--- config.mk ---
export PLATFORM = sky130hd
export DESIGN_NAME = lsu_mem_stage
export DESIGN_NICKNAME = d
export VERILOG_FILES = /design/src/rtl/lsu_mem_stage.sv
export SDC_FILE = /design/constraint.sdc
export NUM_CORES = 1
export LEC_CHECK = 0
export CAP_MARGIN = 20
export CORE_MARGIN = 3
export CORE_UTILIZATION = 45
export CTS_CLUSTER_DIAMETER = 150
export DETAILED_ROUTE_END_ITERATION = 16
export PLACE_DENSITY = 0.82
export REMOVE_ABC_BUFFERS = 1
export SETUP_SLACK_MARGIN = 0.15
export SKIP_LAST_GASP = 1
export SLEW_MARGIN = 20
export SYNTH_ARGS = -nofsm -noshare
export SYNTH_HDL_FRONTEND = slang
export SYNTH_SLANG_ARGS = --single-unit
export TNS_END_PERCENT = 20
--- constraint.sdc ---
create_clock -name clk -period 2.24 [get_ports clk]
set_input_delay 0.672 -clock clk [delete_from_list [all_inputs] [get_ports clk]]
set_output_delay 0.672 -clock clk [all_outputs]
set_load 0.03 [all_outputs]
--- src/rtl/lsu_mem_stage.sv ---
//------------------------------------------------------------------------------
// lsu_mem_stage : load/store unit with a single-outstanding req/ack memory bus
// Revision      : 1.0
//------------------------------------------------------------------------------
`default_nettype none

module lsu_mem_stage #(
    parameter int TIMEOUT = 16,
    parameter int CNT_W   = 5
) (
    input  logic        clk,
    input  logic        rst_n,
    input  logic        in_valid,
    output logic        in_ready,
    input  logic [2:0]  op,
    input  logic [31:0] addr,
    input  logic [31:0] wdata,
    output logic        out_valid,
    input  logic        out_ready,
    output logic [31:0] rdata,
    output logic        err,
    output logic [1:0]  err_code,
    output logic        mem_req,
    output logic        mem_we,
    output logic [31:0] mem_addr,
    output logic [3:0]  mem_be,
    output logic [31:0] mem_wdata,
    input  logic [31:0] mem_rdata,
    input  logic        mem_ack
);

    typedef enum logic [1:0] {
        IDLE = 2'd0,
        BUS  = 2'd1,
        RESP = 2'd2
    } state_t;

    localparam logic [CNT_W-1:0] CNT_LAST = CNT_W'(TIMEOUT - 1);

    state_t           state;
    logic [2:0]       op_q;
    logic [1:0]       lane_q;
    logic [CNT_W-1:0] cnt;

    logic        is_store;
    logic        is_half;
    logic        is_word;
    logic        misaligned;
    logic [3:0]  be_new;
    logic [31:0] wdata_new;
    logic [7:0]  ld_byte;
    logic [15:0] ld_half;
    logic [31:0] ld_data;

    assign in_ready = (state == IDLE);

    // Decode of the incoming request; only meaningful while in IDLE.
    always_comb begin
        is_store   = op[2] & (op[1] | op[0]);
        is_half    = (op == 3'b001) || (op == 3'b100) || (op == 3'b110);
        is_word    = (op == 3'b010) || (op == 3'b111);
        misaligned = (is_half & addr[0]) | (is_word & (addr[1:0] != 2'b00));
        if (is_word) begin
            be_new    = 4'b1111;
            wdata_new = wdata;
        end else if (is_half) begin
            be_new    = addr[1] ? 4'b1100 : 4'b0011;
            wdata_new = {2{wdata[15:0]}};
        end else begin
            be_new    = 4'b0001 << addr[1:0];
            wdata_new = {4{wdata[7:0]}};
        end
    end

    // Lane selection and extension of returning load data.
    always_comb begin
        case (lane_q)
            2'd0:    ld_byte = mem_rdata[7:0];
            2'd1:    ld_byte = mem_rdata[15:8];
            2'd2:    ld_byte = mem_rdata[23:16];
            default: ld_byte = mem_rdata[31:24];
        endcase
        ld_half = lane_q[1] ? mem_rdata[31:16] : mem_rdata[15:0];
        case (op_q)
            3'b000:  ld_data = {{24{ld_byte[7]}}, ld_byte};
            3'b001:  ld_data = {{16{ld_half[15]}}, ld_half};
            3'b010:  ld_data = mem_rdata;
            3'b011:  ld_data = {24'd0, ld_byte};
            3'b100:  ld_data = {16'd0, ld_half};
            default: ld_data = 32'd0;
        endcase
    end

    always_ff @(posedge clk or negedge rst_n) begin
        if (!rst_n) begin
            state     <= IDLE;
            op_q      <= 3'd0;
            lane_q    <= 2'd0;
            cnt       <= '0;
            out_valid <= 1'b0;
            rdata     <= 32'd0;
            err       <= 1'b0;
            err_code  <= 2'b00;
            mem_req   <= 1'b0;
            mem_we    <= 1'b0;
            mem_addr  <= 32'd0;
            mem_be    <= 4'd0;
            mem_wdata <= 32'd0;
        end else begin
            case (state)
                IDLE: begin
                    if (in_valid) begin
                        op_q   <= op;
                        lane_q <= addr[1:0];
                        if (misaligned) begin
                            state     <= RESP;
                            out_valid <= 1'b1;
                            rdata     <= 32'd0;
                            err       <= 1'b1;
                            err_code  <= 2'b01;
                        end else begin
                            state     <= BUS;
                            cnt       <= '0;
                            mem_req   <= 1'b1;
                            mem_we    <= is_store;
                            mem_addr  <= {addr[31:2], 2'b00};
                            mem_be    <= be_new;
                            mem_wdata <= wdata_new;
                        end
                    end
                end
                BUS: begin
                    // An ack on the final counted cycle still completes normally.
                    if (mem_ack) begin
                        state     <= RESP;
                        mem_req   <= 1'b0;
                        out_valid <= 1'b1;
                        rdata     <= ld_data;
                        err       <= 1'b0;
                        err_code  <= 2'b00;
                    end else if (cnt == CNT_LAST) begin
                        state     <= RESP;
                        mem_req   <= 1'b0;
                        out_valid <= 1'b1;
                        rdata     <= 32'd0;
                        err       <= 1'b1;
                        err_code  <= 2'b10;
                    end else begin
                        cnt <= cnt + 1'b1;
                    end
                end
                RESP: begin
                    if (out_ready) begin
                        state     <= IDLE;
                        out_valid <= 1'b0;
                    end
                end
                default: state <= IDLE;
            endcase
        end
    end

endmodule

`default_nettype wire

# Word-level counts from Yosys, hierarchy flattened
# Cells that the tools add are included.
# classes
n_eq_ne	21
bitwise_logic	6
shift	1
n_mux	41
n_reduce_logical	16
addsub	1
# ops
operator	count
$mux 32	6
$pmux 32 s5	1
$pmux 32 s2	1
$pmux 8 s3	1
$mux 5	4
$mux 16	1
$mux 2	8
$eq 3x3->1 const B	4
$mux 4	3
$mux 1	10
$ne 2x2->1 const B	5
$pmux 5 s2	1
$reduce_and 5->1	2
$eq 3x2->1 const B	3
$reduce_and 4->1	2
$eq 3x1->1 const B	2
$pmux 2 s3	1
$reduce_and 3->1	2
$add 5x1->5 const B	1
$eq 5x4->1 const B	1
$eq 2x1->1 const B	2
$eq 2x2->1 const B	2
$logic_not 2->1	2
$pmux 1 s2	2
13 further kinds	19
# word_totals
wordCells	99
out_inout_bits	107
input_bits	104
ff_bits	116

# Logic depth before layout (Yosys ltp)
# logic_depth
depth_word	8
mapped_depth	8
depth_no_buf	7

# Worst setup path after synthesis
# Ideal clock, no wire load.
# synth_timing
path_kind	input port to flip-flop
start	input port op[0]
end	register mem_addr[16]
t_arrival_ns	2.002
stages	7
setup_time_ns	0.125
n_path_buf	3
slack_ns	0.113
cell_sequence	buf_4 nor2b_1 a211o_1 a21o_1 buf_6 buf_6 mux2_4
# synth_between
elab_chain_len	7
elab_cells_between_ends	13
classes_between	eq/ne (5); bitwise (4); reduce/logical (4)
# synth_rtl
element	line_no	text
from (decl)	15	input logic [2:0] op,
$eq 3x1->1 or $eq 3x3->1 (tied branches)	60	is_half = (op == 3'b001) || (op == 3'b100) || (op == 3'b110);
$logic_or 1x1->1 (2 in series)	60	
$and 1x1->1	62	misaligned = (is_half & addr[0]) | (is_word & (addr[1:0] != 2'b00));
$or 1x1->1 (*)	62	
$not 1->1 (no line) (*)	n/a	
$reduce_and 3->1 (no line) (*)	n/a	
to (signal assigned)	126	mem_addr <= {addr[31:2], 2'b00};
to (decl)	25	output logic [31:0] mem_addr,
# Mark *: on every way between the ends. The rest lies on a longest branch, timed or not.
# A chain may end at the register's enable or synchronous reset.

# Final worst setup path
# layout_timing
start	register mem_req
end	output port mem_req
# layout_lines
element	line_no	text
from (decl)	23	output logic mem_req,
from (signal assigned)	104	mem_req <= 1'b0;
from (signal assigned)	124	mem_req <= 1'b1;
from (signal assigned)	136	mem_req <= 1'b0;
# No word-level cell between the ends.

==> flow_metrics.tcl <==
set metrics [dict create \
    slew_headroom_pct 59.2 \
    final_core_util_pct 74.1 \
    yosysUniqueCellTypes 47 \
    async_reset_ff_share_pct 100 \
    cts_max_level 4 \
    syn-cell-area_um2 5740 \
    cp_slowest_stage_delay_ns 0.69 \
    fmax_ghz 0.465 \
    grt_max_degree 44 \
    leakage_uw 0.00417 \
    drive_above_1_share_pct 19.8 \
    ys.flop_type "dfrtp_1" \
    busiest_layer "met2" \
    fin_crit_sh_pct 95.9 \
    ys_warn_count 0 \
    worstMarginPinSlew_ns 0.611 \
    maxSlewViolCount 0 \
    critPathSlowestCell "clkdlybuf4s50_1" \
    end_kind "output pin" \
    syn_inst 524 \
    met2_usage_pct 43.2 \
    core_um2 12300 \
    synth.most_common_cell "dfrtp_1" \
    ys_seq_area_share_pct 50.6 \
    drtAntennaViolNets 0 \
    io_buffers 208 \
    status "complete, no violations" \
    pin_count 211 \
    vias 5338 \
    cts-root-buf "clkbuf_16" \
    hold_viol_final 0 \
    r2r_setup_slack_ns 0.14 \
    row_count 40 \
    dp_worst_setup_slack_ns -0.458 \
    required_ns 1.57 \
    initial_core_util_pct 46.8 \
    fin_nets 875 \
    dpl.hpwl_um 13000 \
    power_density_nw_per_um2 1480 \
    grt_pass1_wl_um 29300 \
    vias_per_cell 5.61 \
    drt_iter0_drc 474 \
    gp_congestion 0.865 \
    rsz0062_at_grt "yes" \
    hp-class "in -> async" \
    met3_usage_pct 10.2 \
    syn2layout_area_growth_pct 58.3 \
    clock_path_buffers 2 \
    die_w_um 119 \
    track_usage_pct 26.0 \
    first_pass_iters 5 \
    start_kind "flop" \
    post_drt_wl_per_cell_um 19.2 \
    setup_violations 0 \
    die_area_um2 14200 \
    cp.arrival_ns 1.48 \
    fin_ws_ns 0.0908 \
    cts.reportedPaths.clkPinSlew_ns 0.05 \
    antenna_found_initial 2 \
    cp_cell_sequence "clkdlybuf4s50_1" \
    cts_tree "done" \
    gr-total-overflow 0 \
    insertion_delay_ns 0.41 \
    met1_usage_pct 30.9 \
    cap_viol_max_count 0 \
    synth.area.top_cells "dfrtp_1 (51%), mux2_2 (5.3%), o2bb2ai_1 (4.1%)" \
    route.detailed.drc 0 \
    grt_pass1_vias 5658 \
    cp_max_fo 3 \
    syn_area_per_cell_um2 11.0 \
    clock_skew_ns 0.00599 \
    critPathTopFamily "buffers and inverters" \
    yosys.area.top_type "dfrtp_1" \
    path_buf_inv 1 \
    peakVddDrop_uv 1000 \
    synth_edf_count 0 \
    wirelength_um 18300 \
    crit_type "reg -> out" \
    synthTopCellsByCount "dfrtp_1 (116), nand2_1 (52), nor2_1 (45)" \
    layout_min_cycle_time_ns 2.15 \
    yosys.area.top_type_share_pct 50.6 \
    cts_buffers 17 \
    hold_buffers 0 \
    die_y_um 119 \
    ys_seq_elements 116 \
    cts.sinks 116 \
]
state kept, by name, indices dropped and copies added, names as in the netlist, 2 cells and up:
register and count:
mem_wdata 32, mem_be 4, op_q 3, err_code 2, state 2, rdata 32
lane_q 2, mem_addr 30, cnt 5
cell families (layout without fill, tap and decap cells):
| logic type | Yosys count | count (layout) | share of synthesized area, % |
|---|---|---|---|
| other | 1 | 4 | 0.0653 |
| DFF | 116 | 116 | 50.6 |
| buffers and inverters | 56 | 313 | 4.88 |
| AOI/OAI and AO/OA | 139 | 139 | 17.1 |
| and+or+nand+nor | 138 | 138 | 10.9 |
| xor gates and xnor gates | 5 | 5 | 0.763 |
| muxes | 67 | 67 | 15.3 |
| adders and majority gates | 2 | 2 | 0.436 |
final timing paths:
kind / start / to / depth (start not counted)
setup / recovery: mem_req / mem_req / 1
hold / removal: rst_n / rdata[4] / 1
setup reg to reg: cnt[0] / rdata[7] / 8
hold reg to reg: mem_we / mem_we / 2
max in group asynchronous: rst_n / mem_addr[26] / 2
min in group clk: mem_we / mem_we / 2
power by group:
part / internal, µW / total (µW) / switching [µW]
registers: 3070 / 3790 / 713
logic: 3250 / 6960 / 3720
clock network: 1770 / 2710 / 937
total: 8090 / 13500 / 5370
repair_timing:
item                                   CTS  global route
cloned                                   0             4
gates resized for setup                  6            25
endpoints found under the hold margin    0             0
pin swaps                                0            10
setup endpoints to repair              207           166
buffers inserted                         0             3
final cells by class:
class                      count  area [µm²]
fill                         778        3170
sequential                   116        2900
timing repair buffer         266        2710
multi-input combinational    353        2610
clock buffer                  23         498
tap                          168         210
clock inverter                 9         100
inverter                      15        56.3
antenna                        2        5.00
per-stage QoR:
stage               total power, µW  hold WS [ns]  instance area (µm²)  setup TNS (ns)  instances
floorplan                      7440         0.376                 5520          -68.14        484
CTS                           13400         0.216                 8900               0        943
global route                  14100         0.234                 9080               0        950
finish                        13500         0.208                 9090               0        952
detailed placement            10600         0.473                 8300          -42.26        911
global placement              10400         0.460                 8300          -33.47        911
metal layers:
layer / vias to the layer above / routed length (µm)
met5: - / 0
met4: 0 / 327
met3: 38 / 1910
met2: 315 / 8980
met1: 2593 / 7050
li1: 2392 / -
cells in the final DEF (no fill, tap or decap), types with 5 or more instances in the layout:
master           Yosys  layout
dlymetal6s2s_1       0      15
mux4_2               8       8
a211oi_1             8       8
a221o_1              9       9
clkbuf_8             0       5
dfrtp_1            116     116
o21ai_0             17      17
nor2_1              45      44
nor3_1              11      11
clkinv_2             0       5
mux2_2              27      27
a31oi_1              7       7
buf_12               0       8
mux2i_1             17      17
o2bb2ai_1           27      27
mux2_4              15      15
inv_1               15      15
clkbuf_16            0      21
buf_4                7      47
nand3_1              8       8
o31ai_1             16      16
clkdlybuf4s50_1      0     187
a21o_1               9       8
a21oi_1             35      35
nand2_1             52      52
Note: power is estimated with default switching activity, not from simulation.
